`config.mk`:
```
export PLATFORM = sky130hd
export DESIGN_NAME = serial_add_ctrl_flat
export DESIGN_NICKNAME = d
export VERILOG_FILES = /design/src/rtl/serial_add_pkg.sv /design/src/rtl/serial_add_ctrl_if.sv /design/src/rtl/fa_cell.sv /design/src/rtl/serial_add_ctrl.sv /design/src/flat_wrapper.sv
export SDC_FILE = /design/constraint.sdc
export NUM_CORES = 1
export LEC_CHECK = 0
export BUFFER_PORTS_ARGS = -buffer_cell sky130_fd_sc_hd__buf_2
export CORE_MARGIN = 2
export CORE_UTILIZATION = 48
export CTS_CLUSTER_DIAMETER = 40
export DETAILED_ROUTE_END_ITERATION = 6
export PLACE_DENSITY_LB_ADDON = 0.08
export SLEW_MARGIN = 20
export SYNTH_ARGS = -nofsm -noshare
export SYNTH_HDL_FRONTEND = slang
export SYNTH_SLANG_ARGS = --single-unit
```
`constraint.sdc`:
```
create_clock -name clk -period 1.3 [get_ports clk]
set_input_delay 0.26 -clock clk [delete_from_list [all_inputs] [get_ports clk]]
set_output_delay 0.26 -clock clk [all_outputs]
set_load 0.005 [all_outputs]
```
`src/rtl/serial_add_pkg.sv`:
```
// Shared constants and FSM state encoding for the bit-serial adder.
package serial_add_pkg;

  localparam int WIDTH_DEF = 8;

  typedef logic [1:0] state_t;

  localparam state_t IDLE = 2'd0;
  localparam state_t RUN  = 2'd1;
  localparam state_t DONE = 2'd2;

endpackage

```
`src/rtl/serial_add_ctrl_if.sv`:
```
// Request/result bundle for serial_add_ctrl.
// Optional macro SERIAL_ADD_SUB_EN adds the sub select line.
interface serial_add_ctrl_if #(
  parameter int WIDTH = serial_add_pkg::WIDTH_DEF
);
  logic             start;
  logic [WIDTH-1:0] a;
  logic [WIDTH-1:0] b;
  logic             cin;
`ifdef SERIAL_ADD_SUB_EN
  logic             sub;
`endif
  logic             busy;
  logic             done;
  logic [WIDTH-1:0] sum;
  logic             cout;

`ifdef SERIAL_ADD_SUB_EN
  modport master (output start, a, b, cin, sub, input busy, done, sum, cout);
  modport slave  (input start, a, b, cin, sub, output busy, done, sum, cout);
`else
  modport master (output start, a, b, cin, input busy, done, sum, cout);
  modport slave  (input start, a, b, cin, output busy, done, sum, cout);
`endif
endinterface

```
`src/rtl/fa_cell.sv`:
```
// Single-bit full adder, purely combinational.
module fa_cell (
  input  logic a,
  input  logic b,
  input  logic cin,
  output logic sum,
  output logic cout
);
  assign sum  = a ^ b ^ cin;
  assign cout = (a & b) | (a & cin) | (b & cin);
endmodule

```
`src/rtl/serial_add_ctrl.sv`:
```
// Bit-serial adder controller: one full-adder step per clock, LSB first.
// Result appears WIDTH cycles after the accepted start, with a one-cycle
// done pulse; a start during that DONE cycle chains the next operation.
// Optional macro SERIAL_ADD_SUB_EN enables subtraction (a + ~b + 1).
//
// state | meaning
// IDLE  | waiting for start, sum/cout hold last result
// RUN   | one result bit per cycle, busy high
// DONE  | result valid, done high for one cycle
module serial_add_ctrl
  import serial_add_pkg::*;
#(
  parameter int WIDTH = WIDTH_DEF
) (
  input  logic              clk,
  input  logic              rst_n,
  serial_add_ctrl_if.slave  bus
);

  localparam int CNT_W = (WIDTH > 1) ? $clog2(WIDTH) : 1;
  localparam logic [CNT_W-1:0] LAST = CNT_W'(WIDTH - 1);

  state_t           state;
  logic [WIDTH-1:0] a_sh;
  logic [WIDTH-1:0] b_sh;
  logic [WIDTH-1:0] res;
  logic             carry;
  logic [CNT_W-1:0] cnt;
  logic [WIDTH-1:0] sum_q;
  logic             cout_q;
  logic             fa_s;
  logic             fa_c;
  logic             sub_sel;

`ifdef SERIAL_ADD_SUB_EN
  assign sub_sel = bus.sub;
`else
  assign sub_sel = 1'b0;
`endif

  fa_cell u_fa (
    .a    (a_sh[0]),
    .b    (b_sh[0]),
    .cin  (carry),
    .sum  (fa_s),
    .cout (fa_c)
  );

  // Sequencing: operand capture, serial shift, result publish.
  always_ff @(posedge clk) begin
    if (!rst_n) begin
      state  <= IDLE;
      a_sh   <= '0;
      b_sh   <= '0;
      res    <= '0;
      carry  <= 1'b0;
      cnt    <= '0;
      sum_q  <= '0;
      cout_q <= 1'b0;
    end else begin
      case (state)
        IDLE, DONE: begin
          if (bus.start) begin
            a_sh  <= bus.a;
            // Subtraction reuses the adder: invert B and force carry-in.
            b_sh  <= sub_sel ? ~bus.b : bus.b;
            carry <= sub_sel ? 1'b1 : bus.cin;
            cnt   <= '0;
            state <= RUN;
          end else begin
            state <= IDLE;
          end
        end
        RUN: begin
          a_sh  <= a_sh >> 1;
          b_sh  <= b_sh >> 1;
          res   <= {fa_s, res[WIDTH-1:1]};
          carry <= fa_c;
          if (cnt == LAST) begin
            state  <= DONE;
            sum_q  <= {fa_s, res[WIDTH-1:1]};
            cout_q <= fa_c;
          end else begin
            cnt <= cnt + 1'b1;
          end
        end
        default: state <= IDLE;
      endcase
    end
  end

  assign bus.busy = (state == RUN);
  assign bus.done = (state == DONE);
  assign bus.sum  = sum_q;
  assign bus.cout = cout_q;

endmodule

```
`src/flat_wrapper.sv`:
```
// flat-port wrapper written by rule: the top's interface ports become plain ports
module serial_add_ctrl_flat import serial_add_pkg::*;
#(
  parameter int WIDTH = WIDTH_DEF
)
  (clk, rst_n, bus_start, bus_a, bus_b, bus_cin, bus_busy, bus_done, bus_sum, bus_cout);
  serial_add_ctrl_if #(.WIDTH(WIDTH)) bus_i ();
  input  logic clk;
  input  logic rst_n;
  input wire logic [$bits(bus_i.start)-1:0] bus_start;
  input wire logic [$bits(bus_i.a)-1:0] bus_a;
  input wire logic [$bits(bus_i.b)-1:0] bus_b;
  input wire logic [$bits(bus_i.cin)-1:0] bus_cin;
  output wire logic [$bits(bus_i.busy)-1:0] bus_busy;
  output wire logic [$bits(bus_i.done)-1:0] bus_done;
  output wire logic [$bits(bus_i.sum)-1:0] bus_sum;
  output wire logic [$bits(bus_i.cout)-1:0] bus_cout;
  assign bus_i.start = bus_start;
  assign bus_i.a = bus_a;
  assign bus_i.b = bus_b;
  assign bus_i.cin = bus_cin;
  assign bus_busy = bus_i.busy;
  assign bus_done = bus_i.done;
  assign bus_sum = bus_i.sum;
  assign bus_cout = bus_i.cout;
  serial_add_ctrl #(.WIDTH(WIDTH)) u_core (.clk(clk), .rst_n(rst_n), .bus(bus_i));
endmodule
```
==> results.md <==
- Syn Inst Count: 187
- I/O pins: 31
- Final wirelength: ~3000 µm
- Startpoint types: flip-flop
- Worst Reg-to-Reg Cells: 6
- Sequential area share after synthesis: 48.8%
- Final setup violation count: 3
- Starting Density: 50.6%
- Share of layout cells above drive strength 1: 26.8%
- Worst-path cell chain: ha_4 -> ha_4 -> nor3b_4 -> buf_6 -> nand2_2 -> a21boi_2
- Gr usage total: between 10% and 20%
- Pre-CTS setup slack: -0.0939 ns
- PortBufs: 30
- Reg2Reg Setup Slack: -0.03 ns
- Post-CTS Hold Fix Bufs: 0
- RSZ-0062 raised after global routing: yes
- Clock Tree Buf Depth: 2
- Vias in the first global route: 1185
- Final Critical Period: 1.33 ns
- Worst setup path endpoint: u_core.cnt[1]
- Grt ovf: 0
- Cts bufs inserted: 5
- Synthesized area: around 1600 µm²
- Clock latency at the later pin of the worst-skew pair: about 0.33 ns
- Vias/cell: between 5 and 6
- Crit path arrival time: 1.59 ns
- Synth area leaders: dfxtp_1 49%, nand2_1 14%, a31oi_1 6.0%
- FILL cells: slightly below 300
- CTS tree: done
- Mean routed wirelength per cell: 11.4 µm
- R2r endpoint: u_core.cnt[1]
- Hold Vio Cnt, Final: 0
- Max-slew violation count: 0
- Final antenna-violating net count: 0
- Final WS setup: -0.0251 ns
- Syn avg cell area: about 8.3 µm²
- Worst slew pin tran: between 0.3 and 0.4 ns
- Max stage delay cell, worst path: dfxtp_2
- Worst endpoint required time: around 1.6 ns
- Die height: 61.0 µm
- Register bit total from synthesis: 38
- Share of the synthesized area in the top cell type: 48.8%
- Post-synth top area cell: dfxtp_1
- Worst IR drop on VDD: about 0.75 mV
- Hold WC Path Type: in -> reg
- Crit path from: u_core.cnt[0]
- Max_slew headroom: 78.2%
- Dpl cell area: 1810 µm²
- Sequential standard cell area: approximately 770 µm²
- First-pass GRT wire length: 4950 µm
- Antenna violations before repair: 0
- Die Width: 61.0 µm
- Post-DP HPWL: 2080 µm
- Clk slew on worst S/H paths: between 0.1 and 0.15 ns
- Core area: 3080 µm²
- CP most frequent cell: ha_4
- Ys flop type: dfxtp_1
- Root Driver: clkbuf_4
- Initial DRC Count: 34
- Diodes inserted: 0
- Count leader, synth: nand2_1
- Critical path peak fanout: 5
- Dpl cells: 257
- Vias: 1369
- Row count: 20
- NumNets Final: 246
- Fmax: roughly 750 MHz
- Area grow syn2layout: 25.7%
- Syn nets: 210
- Layout Cells excl Fill: 268
- List of most frequent post-synthesis cells: 57 x nand2_1, 38 x dfxtp_1, 15 x a31oi_1, 15 x o21ai_0, 12 x a21boi_1
- Largest net degree at the start of global routing: 41
- First-pass DRT Iterations: 4
- Crit end category: flip-flop
- Finished layout cell area: 1960 µm²
- # clock sinks: 38
- Synth unique cells: 21
- Async S/R FF share, synth: 0%
- Violated checks: negative setup slack
- Final clock skew: approximately 0.0071 ns
- EDFF count, synth: 0
- Leak: 0.000777 µW
- Die Area: 3720 µm²
- Power Dens Cells: 1190 nW/µm²
- CP max stage delay: 0.35 ns
- Drt drc: 0
- Critical path class: reg -> reg
- H-tree levels: 2
- Max-cap viol count: 0
- Fin crit share: 102%
- Footprint of the multi-input gates: between 700 and 800 µm²
- Synthesis Warnings: 0
- Fin Setup TNS: -0.0674 ns
- Global placer's final weighted congestion: 0.718
- Outcome: finished, violations left
- WHS: between 0.1 and 0.15 ns
- Reg2reg start: u_core.cnt[0]
-- critical path: cells and delay by family (launching register included) --
kind,cells,cell delay (ns)
AO/OA/AOI/OAI,1,0.11
adder cells (fa/ha/maj),2,0.33
AND/OR/NAND/NOR,2,0.31
flip-flops,1,0.35
buffers and inverters,1,0.15
-- worst min path at each step --
stage	slack [ns]	cells after the start	end	start
after floorplan	0.39	2	u_core.a_sh[7]	bus_a[7]
after global placement	0.44	2	u_core.res[1]	u_core.res[1]
after detailed placement	0.44	2	u_core.bus.sum[7]	u_core.bus.sum[7]
after CTS	0.14	3	u_core.b_sh[7]	bus_b[7]
after global routing	0.12	3	u_core.a_sh[7]	bus_a[7]
final	0.15	3	u_core.b_sh[7]	bus_b[7]
-- sequential cells by signal, indices dropped and copies added, names as in the netlist --
signal	flops
u_core.state	2
u_core.carry	1
u_core.a_sh	8
u_core.cnt	3
u_core.bus.sum	8
u_core.bus.cout	1
u_core.res	7
u_core.b_sh	8
-- layer usage --
metal	global-route usage, %	wire length (µm)	up-vias
met5	0	0	-
met4	6.83	39	0
met3	8.10	153	6
met2	29.6	1480	32
met1	21.5	1390	624
li1	-	-	707
-- cell type report --
| type | count | area share (%) |
|---|---|---|
| tap | 44 | 2.81 |
| sequential | 38 | 39.1 |
| multi-input combinational | 134 | 39.4 |
| timing repair buffer | 43 | 14.5 |
| clock buffer | 7 | 2.30 |
| clock inverter | 1 | 1.53 |
| inverter | 1 | 0.319 |
-- timing repair --
item,in CTS,in global routing
gates cloned,0,0
resized for setup,12,5
setup buffers,2,1
pin swaps,4,4
setup endpoints to repair,4,9
-- layout by cell type (no fill, tap or decap), types with 2 or more instances in the layout --
master / count
dfxtp_1: 34
nand3b_1: 3
a31oi_1: 15
buf_4: 8
ha_4: 2
buf_2: 30
o21a_1: 2
clkbuf_1: 2
a21boi_0: 5
buf_6: 3
dfxtp_2: 4
nor2b_1: 2
o21ai_0: 15
clkbuf_4: 5
nand3_1: 11
a21boi_1: 14
buf_12: 2
nand2_1: 56
-- metrics by stage --
step / total power, µW / utilization, %
6_report: 2320 / 63.6
5_1_grt: 2450 / 63.6
4_1_cts: 2340 / 63.1
3_5_place_dp: 1550 / 58.7
3_3_place_gp: 1540 / 58.7
2_1_floorplan: 1460 / -
-- where the power goes --
group          total [µW]  internal [µW]  switching (µW)
logic                 287            138             149
registers            1260           1220            37.1
clock network         773            408             365
-- kinds of logic after synthesis --
| kind of cell | share of synthesized area [%] |
|---|---|
| and+or+nand+nor | 22.3 |
| AOI/OAI and AO/OA | 21.4 |
| DFF | 48.8 |
| buffers and inverters | 4.50 |
| adders and majority gates | 2.89 |
Power figures use the tool's default switching activity.
